===== config.mk =====
export PLATFORM = sky130hd
export DESIGN_NAME = control_unit
export DESIGN_NICKNAME = d
export VERILOG_FILES = /design/src/rtl/cpu_pkg.sv /design/src/rtl/instr_class_decode.sv /design/src/rtl/control_unit.sv
export SDC_FILE = /design/constraint.sdc
export NUM_CORES = 1
export LEC_CHECK = 0
export CAP_MARGIN = 20
export CORE_ASPECT_RATIO = 0.8
export CORE_MARGIN = 3
export CORE_UTILIZATION = 38
export CTS_CLUSTER_SIZE = 25
export DETAILED_ROUTE_END_ITERATION = 7
export MAX_ROUTING_LAYER = met4
export PLACE_DENSITY = 0.9
export SYNTH_ARGS = -nofsm -noshare
export SYNTH_HDL_FRONTEND = slang
export SYNTH_SLANG_ARGS = --single-unit

===== constraint.sdc =====
create_clock -name Clock -period 2.65 [get_ports Clock]
set_clock_uncertainty 0.05 [all_clocks]
set_input_delay 0.53 -clock Clock [delete_from_list [all_inputs] [get_ports Clock]]
set_output_delay 0.53 -clock Clock [all_outputs]
set_load 0.02 [all_outputs]

===== src/rtl/cpu_pkg.sv =====
// Shared encodings for the multi-cycle CPU control unit: opcodes, ALU codes,
// FSM states, instruction classes and the control-word layout.
package cpu_pkg;

    localparam logic [4:0] OP_LD   = 5'b00000;
    localparam logic [4:0] OP_LDI  = 5'b00001;
    localparam logic [4:0] OP_ST   = 5'b00010;
    localparam logic [4:0] OP_ADD  = 5'b00011;
    localparam logic [4:0] OP_SUB  = 5'b00100;
    localparam logic [4:0] OP_AND  = 5'b01001;
    localparam logic [4:0] OP_OR   = 5'b01010;
    localparam logic [4:0] OP_ADDI = 5'b01011;
    localparam logic [4:0] OP_ANDI = 5'b01100;
    localparam logic [4:0] OP_ORI  = 5'b01101;
    localparam logic [4:0] OP_BR   = 5'b10010;
    localparam logic [4:0] OP_JR   = 5'b10011;
    localparam logic [4:0] OP_IN   = 5'b10101;
    localparam logic [4:0] OP_OUT  = 5'b10110;
    localparam logic [4:0] OP_NOP  = 5'b11001;
    localparam logic [4:0] OP_HALT = 5'b11010;

    localparam logic [3:0] ALU_ADD = 4'd0;
    localparam logic [3:0] ALU_SUB = 4'd1;
    localparam logic [3:0] ALU_AND = 4'd2;
    localparam logic [3:0] ALU_OR  = 4'd3;

    // T0..T7 are consecutive so the FSM can step with +1.
    typedef enum logic [3:0] {
        S_RESET, S_T0, S_T1, S_T2, S_T3, S_T4, S_T5, S_T6, S_T7, S_HALT
    } state_t;

    typedef enum logic [3:0] {
        C_NOP, C_LD, C_LDI, C_ST, C_ALU, C_IMM, C_BR, C_JR, C_IN, C_OUT, C_HALT
    } iclass_t;

    typedef struct packed {
        logic pc_out, zhi_out, zlow_out, mdr_out, inport_out, c_out;
        logic mar_in, z_in, pc_in, mdr_in, ir_in, y_in, outport_in, con_in;
        logic inc_pc, read, write, gra, grb, grc, r_in, r_out, ba_out, strobe;
        logic [3:0] alu_op;
        logic run;
    } ctrl_t;

endpackage


===== src/rtl/instr_class_decode.sv =====
// Maps a 5-bit opcode to its execution class and the ALU operation it uses.
module instr_class_decode
    import cpu_pkg::*;
(
    input  logic [4:0] opcode_i,
    output iclass_t    cls_o,
    output logic [3:0] alu_op_o
);
    always_comb begin
        cls_o    = C_NOP;
        alu_op_o = ALU_ADD;
        case (opcode_i)
            OP_LD:   cls_o = C_LD;
            OP_LDI:  cls_o = C_LDI;
            OP_ST:   cls_o = C_ST;
            OP_ADD:  cls_o = C_ALU;
            OP_SUB:  begin cls_o = C_ALU; alu_op_o = ALU_SUB; end
            OP_AND:  begin cls_o = C_ALU; alu_op_o = ALU_AND; end
            OP_OR:   begin cls_o = C_ALU; alu_op_o = ALU_OR;  end
            OP_ADDI: cls_o = C_IMM;
            OP_ANDI: begin cls_o = C_IMM; alu_op_o = ALU_AND; end
            OP_ORI:  begin cls_o = C_IMM; alu_op_o = ALU_OR;  end
            OP_BR:   cls_o = C_BR;
            OP_JR:   cls_o = C_JR;
            OP_IN:   cls_o = C_IN;
            OP_OUT:  cls_o = C_OUT;
            OP_HALT: cls_o = C_HALT;
            default: cls_o = C_NOP;
        endcase
    end
endmodule


===== src/rtl/control_unit.sv =====
// Hardwired multi-cycle control unit: Moore FSM stepping T0..T7 with outputs
// decoded from the state register and the instruction class.
module control_unit
    import cpu_pkg::*;
(
    input  logic        Clock,
    input  logic        Clear,
    input  logic [31:0] IR,
    input  logic        CON_FF,
    input  logic        Stop,
    output logic        PCout, Zhiout, Zlowout, MDRout, InPortout, Cout,
    output logic        MARin, Zin, PCin, MDRin, IRin, Yin, OutPortin, CONIn,
    output logic        IncPC, Read, Write, Gra, Grb, Grc, Rin, Rout, BAout, Strobe,
    output logic [3:0]  ALUop,
    output logic        Run
);
    state_t     state_q, state_d;
    iclass_t    cls_dec, cls_q, cls;
    logic [3:0] alu_dec, alu_q;
    logic       last;
    ctrl_t      ctl;
    logic       unused_ir;

    assign unused_ir = ^IR[26:0];

    instr_class_decode u_dec (
        .opcode_i (IR[31:27]),
        .cls_o    (cls_dec),
        .alu_op_o (alu_dec)
    );

    // IR is first trusted in T3; the class is held from then on so later
    // states do not depend on IR staying stable.
    assign cls = (state_q == S_T3) ? cls_dec : cls_q;

    always_comb begin
        last = 1'b0;
        case (state_q)
            S_T3: last = (cls == C_JR) || (cls == C_IN) || (cls == C_OUT) || (cls == C_NOP);
            S_T5: last = (cls == C_LDI) || (cls == C_ALU) || (cls == C_IMM);
            S_T6: last = (cls == C_BR);
            S_T7: last = 1'b1;
            default: last = 1'b0;
        endcase
    end

    always_comb begin
        state_d = state_q;
        case (state_q)
            S_RESET: state_d = S_T0;
            S_HALT:  state_d = S_HALT;
            default: begin
                if (state_q == S_T3 && cls == C_HALT) state_d = S_HALT;
                else if (last)                       state_d = Stop ? S_HALT : S_T0;
                else                                 state_d = state_t'(state_q + 4'd1);
            end
        endcase
    end

    always_ff @(posedge Clock) begin
        if (!Clear) begin
            state_q <= S_RESET;
            cls_q   <= C_NOP;
            alu_q   <= ALU_ADD;
        end else begin
            state_q <= state_d;
            if (state_q == S_T3) begin
                cls_q <= cls_dec;
                alu_q <= alu_dec;
            end
        end
    end

    always_comb begin
        ctl     = '0;
        ctl.run = (state_q != S_RESET) && (state_q != S_HALT);
        case (state_q)
            S_T0: begin ctl.pc_out = 1'b1; ctl.mar_in = 1'b1; ctl.inc_pc = 1'b1; ctl.z_in = 1'b1; end
            S_T1: begin ctl.zlow_out = 1'b1; ctl.pc_in = 1'b1; ctl.read = 1'b1; ctl.mdr_in = 1'b1; end
            S_T2: begin ctl.mdr_out = 1'b1; ctl.ir_in = 1'b1; end
            S_T3: case (cls)
                C_LD, C_LDI, C_ST: begin ctl.grb = 1'b1; ctl.ba_out = 1'b1; ctl.y_in = 1'b1; end
                C_ALU, C_IMM: begin ctl.grb = 1'b1; ctl.r_out = 1'b1; ctl.y_in = 1'b1; end
                C_BR:  begin ctl.gra = 1'b1; ctl.r_out = 1'b1; ctl.con_in = 1'b1; end
                C_JR:  begin ctl.gra = 1'b1; ctl.r_out = 1'b1; ctl.pc_in = 1'b1; end
                C_IN:  begin ctl.inport_out = 1'b1; ctl.gra = 1'b1; ctl.r_in = 1'b1; end
                C_OUT: begin ctl.gra = 1'b1; ctl.r_out = 1'b1; ctl.outport_in = 1'b1; ctl.strobe = 1'b1; end
                default: ;
            endcase
            S_T4: case (cls)
                C_LD, C_LDI, C_ST: begin ctl.c_out = 1'b1; ctl.z_in = 1'b1; ctl.alu_op = ALU_ADD; end
                C_ALU: begin ctl.grc = 1'b1; ctl.r_out = 1'b1; ctl.z_in = 1'b1; ctl.alu_op = alu_q; end
                C_IMM: begin ctl.c_out = 1'b1; ctl.z_in = 1'b1; ctl.alu_op = alu_q; end
                C_BR:  begin ctl.pc_out = 1'b1; ctl.y_in = 1'b1; end
                default: ;
            endcase
            S_T5: case (cls)
                C_LD, C_ST: begin ctl.zlow_out = 1'b1; ctl.mar_in = 1'b1; end
                C_LDI, C_ALU, C_IMM: begin ctl.zlow_out = 1'b1; ctl.gra = 1'b1; ctl.r_in = 1'b1; end
                C_BR: begin ctl.c_out = 1'b1; ctl.z_in = 1'b1; ctl.alu_op = ALU_ADD; end
                default: ;
            endcase
            S_T6: case (cls)
                C_LD: begin ctl.read = 1'b1; ctl.mdr_in = 1'b1; end
                C_ST: begin ctl.gra = 1'b1; ctl.r_out = 1'b1; ctl.mdr_in = 1'b1; end
                C_BR: begin ctl.zlow_out = CON_FF; ctl.pc_in = CON_FF; end
                default: ;
            endcase
            S_T7: case (cls)
                C_LD: begin ctl.mdr_out = 1'b1; ctl.gra = 1'b1; ctl.r_in = 1'b1; end
                C_ST: ctl.write = 1'b1;
                default: ;
            endcase
            default: ;
        endcase
    end

    assign {PCout, Zhiout, Zlowout, MDRout, InPortout, Cout}            = {ctl.pc_out, ctl.zhi_out, ctl.zlow_out, ctl.mdr_out, ctl.inport_out, ctl.c_out};
    assign {MARin, Zin, PCin, MDRin, IRin, Yin, OutPortin, CONIn}       = {ctl.mar_in, ctl.z_in, ctl.pc_in, ctl.mdr_in, ctl.ir_in, ctl.y_in, ctl.outport_in, ctl.con_in};
    assign {IncPC, Read, Write, Gra, Grb, Grc, Rin, Rout, BAout, Strobe} = {ctl.inc_pc, ctl.read, ctl.write, ctl.gra, ctl.grb, ctl.grc, ctl.r_in, ctl.r_out, ctl.ba_out, ctl.strobe};
    assign ALUop = ctl.alu_op;
    assign Run   = ctl.run;

endmodule


# [Yosys cells after proc, flatten, opt, wreduce, memory -nomap -nowiden]
# Index checks and enable logic that the tools add are counted.
[op_classes] reduce_logical=23 n_mux=46 n_addsub=1 eq_ne=34
[ops] cell="one-hot mux 4 bit (10 select lines)" count=1
[ops] cell="== test 4 x 3 -> 1 bit, second input constant" count=8
[ops] cell="== test 5 x 4 -> 1 bit, second input constant" count=5
[ops] cell="== test 5 bit, second input constant" count=5
[ops] cell="two-way mux 4 bit" count=6
[ops] cell="two-way mux 1 bit" count=21
[ops] cell="== test 4 bit, second input constant" count=5
[ops] cell="== test 4 x 2 -> 1 bit, second input constant" count=4
[ops] cell="one-hot mux 1 bit (3 select lines)" count=5
[ops] cell="one-hot mux 1 bit (2 select lines)" count=7
[ops] cell="OR reduction 4 bit" count=3
[ops] cell="== test 5 x 2 -> 1 bit, second input constant" count=2
[ops] cell="OR reduction 5 bit" count=2
[ops] cell="OR reduction 3 bit" count=3
[ops] cell="== test 4 x 1 -> 1 bit, second input constant" count=2
[ops] cell="logical NOT 4 bit" count=2
[ops] cell="one-hot mux 1 bit (4 select lines)" count=2
[ops] cell="one-hot mux 4 bit (2 select lines)" count=1
[ops] cell="OR reduction 2 bit" count=4
[ops] cell="one-hot mux 2 bit (3 select lines)" count=1
[ops] cell="== test 5 x 1 -> 1 bit, second input constant" count=1
[ops] cell="== test 5 x 3 -> 1 bit, second input constant" count=1
[ops] cell="logical NOT 5 bit" count=1
[ops] cell="logical OR 1 bit" count=5
[ops] cell="other kinds (5)" count=7
[totals] out_inout_bits=29 word_cells=107 input_bits=36 register_bits=12

# [Longest topological paths before layout]
[depth] ltp_word=12 depth_mapped=11 mapped_depth_nobuf=9

# [Cells and area by module]
# From an unflattened synthesis, not the netlist that was laid out.
[unflattened] cells_unflattened=208 area_unflattened_um2=1501.4
[by_module_without_submodules] module="control_unit" area_per_inst_um2=1248.7 seq_area_each_um2=240.2 n_inst=1 cells_per_inst=170
[by_module_without_submodules] module="instr_class_decode" area_per_inst_um2=252.7 seq_area_each_um2=0.0 n_inst=1 cells_per_inst=38

# [Least setup slack after synthesis]
# OpenSTA, ideal clock, no wires.
[synth_timing] path_type="input-to-output" startpoint="input IR[31]" endpoint="output Rout" arrival_time_ns=2.238 t_required_ns=2.070 cell_stages=8 slack_ns=-0.168 path_buffers=1 cell_sequence="buf_4 -> a21boi_2 -> a211oi_2 -> nor2_2 -> a21boi_2 -> and3_1 -> o21bai_1 -> a221o_1"
[synth_via] elab_chain_cells=8 word_cells_on_any_way=30 cone_classes="eq/ne: 20; mux: 6; reduce/logical: 4"
[synth_rtl] element="start: declaration" line_no="control_unit.sv:8" rtl="input logic [31:0] IR,"
[synth_rtl] element="== test 5 x 2 -> 1 bit, or another cell as far along" line_no="instr_class_decode.sv:12" rtl="case (opcode_i)"
[synth_rtl] element="OR reduction 4 bit (no source line) or OR reduction 3 bit (tied branches)"
[synth_rtl] element="one-hot mux 4 bit (10 select lines) (*)" line_no="instr_class_decode.sv:12"
[synth_rtl] element="two-way mux 4 bit (*)"
[synth_rtl] element="== test 4 x 3 -> 1 bit, or another cell as far along" line_no="control_unit.sv:81" rtl="S_T3: case (cls)"
[synth_rtl] element="OR reduction 5 bit (no source line)"
[synth_rtl] element="two-way mux 1 bit" line_no="control_unit.sv:81"
[synth_rtl] element="one-hot mux 1 bit (3 select lines) (*)" line_no="control_unit.sv:77" rtl="case (state_q)"
[synth_rtl] element="end: declaration" line_no="control_unit.sv:13" rtl="output logic IncPC, Read, Write, Gra, Grb, Grc, Rin, Rout, BAout, Strobe,"
# Every way passes the cells marked *; elsewhere a longest branch is shown, timed or not.

# [Worst setup path in the final report]
[layout_timing] startpoint="register state_q[0]" endpoint="output Zlowout"
[layout_via] elab_chain_cells=6 word_cells_on_any_way=15 cone_classes="eq/ne: 10; mux: 4; reduce/logical: 1"
[layout_rtl] element="start: declaration" line_no="control_unit.sv:17" rtl="state_t state_q, state_d;"
[layout_rtl] element="start signal: assignment" line_no="control_unit.sv:66" rtl="state_q <= state_d;"
[layout_rtl] element="== test 4 x 3 -> 1 bit" line_no="control_unit.sv:34" rtl="assign cls = (state_q == S_T3) ? cls_dec : cls_q;"
[layout_rtl] element="two-way mux 4 bit"
[layout_rtl] element="== test 4 x 2 -> 1 bit, or another cell as far along" line_no="control_unit.sv:97" rtl="S_T5: case (cls)"
[layout_rtl] element="OR reduction 5 bit (no source line)"
[layout_rtl] element="two-way mux 1 bit" line_no="control_unit.sv:97"
[layout_rtl] element="one-hot mux 1 bit (3 select lines) (*)" line_no="control_unit.sv:77"
[layout_rtl] element="end: declaration" line_no="control_unit.sv:11" rtl="output logic PCout, Zhiout, Zlowout, MDRout, InPortout, Cout,"
# Marked as above.

==> flow_metrics.env <==
export IMPL_outcome="finished, violations left"
export IMPL_violations="setup timing"
export IMPL_yosys_area_top_type="dfxtp_1"
export IMPL_period_minus_slack_ns=3.03
export IMPL_grt_pass1_vias=2073
export IMPL_grt_max_degree=12
export IMPL_vias=2267
export IMPL_use_met1_pct=38.7
export IMPL_syn_area_per_cell_um2=7.54
export IMPL_grt_util_all_layers_pct=33.0
export IMPL_drive_gt1_share_pct=63.4
export IMPL_hold_violations=0
export IMPL_ys_seq_area_share_pct=14.2
export IMPL_mostFrequentLayoutCell="buf_4"
export IMPL_cts_hold_buf=0
export IMPL_leakage_nw=1.25
export IMPL_grt_util_met2_pct=52.9
export IMPL_cts_sinks=10
export IMPL_finalWirelength_mm=8.21
export IMPL_tightest_slew_ns=0.600
export IMPL_ys_top_cells_by_area="dfxtp_1, nand2_1, nor2_1"
export IMPL_synthArstFlopShare_pct=0
export IMPL_ios=65
export IMPL_cp_required_ns=2.07
export IMPL_period_share_pct=114
export IMPL_initial_core_util_pct=40.4
export IMPL_post_synth_num_cell_types=62
export IMPL_grt_pass1_wl_mm=10.6
export IMPL_fillCellCount=179
export IMPL_reg2reg_slack_ns=-0.07
export IMPL_slew_violations=0
export IMPL_area_growth_pct=101
export IMPL_antennaDiodeCount=0
export IMPL_clock_latency_ns=0.23
export IMPL_worst_hold_path_type="reg -> reg"
export IMPL_final_cell_mix="buf_4, buf_6, nand2_1"
export IMPL_hp_start="alu_q[1]"
export IMPL_finalSetupViolCount=22
export IMPL_cts_tree="built"
export IMPL_met3_usage_pct=4.97
export IMPL_avgViaCountPerCell=6.57
export IMPL_dr_first_iter_drc_count=333
export IMPL_synth_seq_cells=10
export IMPL_maxCapViolations=0
export IMPL_antenna_found_initial=0
export IMPL_dieHeight_um=60.5
export IMPL_io_buffers=34
export IMPL_core_area_um2=3490
export IMPL_htree_levels=1
export IMPL_rsz0062_at_grt="true"
export IMPL_placed_area_um2=2180
export IMPL_fp_row_count=19
export IMPL_cts_root_buf="clkbuf_8"
export IMPL_multi_input_area_um2=1410
export IMPL_path_class="reg -> out"
export IMPL_worst_slack_ns=-0.384
export IMPL_worst_ep_arrival_time_ns=2.45
export IMPL_min_to="alu_q[1]"
export IMPL_dieWidth_um=74.1
export IMPL_gp_congestion=0.965
export IMPL_yosysWarnings=0
export IMPL_avgRoutedWirePerCell_um=23.8
export IMPL_start_kind="flip-flop"
export IMPL_fin_area_um2=2840
export IMPL_numCtsBuffers=3
export IMPL_yosys_area_top_type_share_pct=14.2
export IMPL_nNetsFinal=345
export IMPL_clk_pin_slew_worst_paths_ns=0.04
export IMPL_ir_worst_vdd_uv=290
export IMPL_route_detailed_drc=0
export IMPL_dieArea_um2=4480
export IMPL_postRouteAntennaNets=0
export IMPL_cts_path_max_buffers=2
export IMPL_dpl_hpwl_mm=3.62
export IMPL_p_per_area_nw_per_um2=232
export IMPL_first_pass_iters=5
export IMPL_worstPathMaxFanout=6
export IMPL_grt_remaining_overflow=0
export IMPL_fmax_ghz=0.330
export IMPL_r2r_start="state_q[0]"
export IMPL_seq_area_um2=203
export IMPL_synth_flop_cell="dfxtp_1"
export IMPL_relSlewSlack_pct=59.9
export IMPL_reg2reg_to="state_q[3]"
export IMPL_crit_path_end_kind="output pin"
export IMPL_synth_cell_area_um2=1410
export IMPL_reg2regPathDepth=13
export IMPL_syn_inst=187
export IMPL_synth_edff_count=0
export IMPL_postLayoutCoreUtil_pct=81.2
export IMPL_hold_path_depth=2
export IMPL_busiest_layer="met2"
stage by stage:
| step | power, mW | hold WS, ns | cells | TNS, ns | setup WS [ns] |
|---|---|---|---|---|---|
| finish | 0.658 | 0.473 | 345 | -4.90 | -0.384 |
| global route | 0.675 | 0.511 | 345 | -6.39 | -0.511 |
| CTS | 0.604 | 0.475 | 337 | -2.78 | -0.273 |
| detailed placement | 0.400 | 0.449 | 311 | -26.11 | -1.30 |
| global placement | 0.395 | 0.432 | 311 | -24.41 | -1.22 |
| floorplan | 0.293 | 0.416 | 189 | -0.298 | -0.104 |
how the worst max path moves through the flow:
stage / from / to / slack [ns]
6_report: state_q[0] / Zlowout / -0.38
2_1_floorplan: state_q[0] / Gra / -0.10
4_1_cts: IR[30] / Zin / -0.27
3_5_place_dp: IR[31] / Gra / -1.30
5_1_grt: state_q[2] / Cout / -0.51
3_3_place_gp: IR[31] / Gra / -1.22
worst max-delay path, cell delays in order, from the launching register on:
cell and delay, ns:
dfxtp_2 0.32, inv_2 0.07, ha_4 0.15, nand3b_1 0.18
buf_6 0.20, nand2_2 0.12, o31ai_4 0.09, buf_6 0.15
a2111oi_4 0.33, a211o_4 0.18, nand2_1 0.06, a32o_1 0.23
buf_6 0.13
synthesized netlist by cell type, types with 3 or more instances:
cell       n
a21oi_1    9
a22oi_1    3
a31oi_1    4
and2_1     8
and3_1     3
buf_2      4
buf_4      6
buf_6      4
dfxtp_1   10
ha_1       4
inv_1      8
nand2_1   23
nand2b_1   4
nand3_1    5
nor2_1    17
nor2b_1    5
nor3_1     8
o22ai_1    3
xnor2_1    4
power breakdown:
group | leakage (nW) | switching [mW] | internal (mW) | total [mW]
logic | 1.15 | 0.180 | 0.164 | 0.345
clock network | 0.0216 | 0.0549 | 0.0991 | 0.154
registers | 0.0816 | 0.00315 | 0.156 | 0.159
total | 1.25 | 0.238 | 0.419 | 0.658
layout make-up:
class | count | share of cell area (%)
multi-input cells | 156 | 49.6
repair buffers | 126 | 38.8
flip-flops and latches | 10 | 7.14
well taps | 42 | 1.85
clock buffers | 3 | 1.46
inverters | 8 | 1.06
cells by family after synthesis:
kind of cell | count (synthesis) | share of synthesized area (%)
and+or+nand+nor | 93 | 38.0
muxes | 3 | 2.22
AOI/OAI and AO/OA | 47 | 27.3
xor gates and xnor gates | 6 | 4.26
adders and majority gates | 4 | 3.55
DFF | 10 | 14.2
other | 1 | 0.266
buffers and inverters | 23 | 10.2
per-layer routing:
layer	part of all wire, %	wire length, µm
met5	0	0
met2	44	3630
met4	8.0	655
met1	36	2920
met3	12	1010
flip-flops by register name (all words and copies together) (netlist names):
signal and flops:
state_q 4, alu_q 2, cls_q 4
timing repair:
item                                    CTS  global route
cloned                                    1             0
pin swaps                                33            19
endpoints found under the setup margin   27            24
buffers inserted                         22            10
resized for setup                       198            43
No activity file was read; power rests on OpenSTA's default activity.
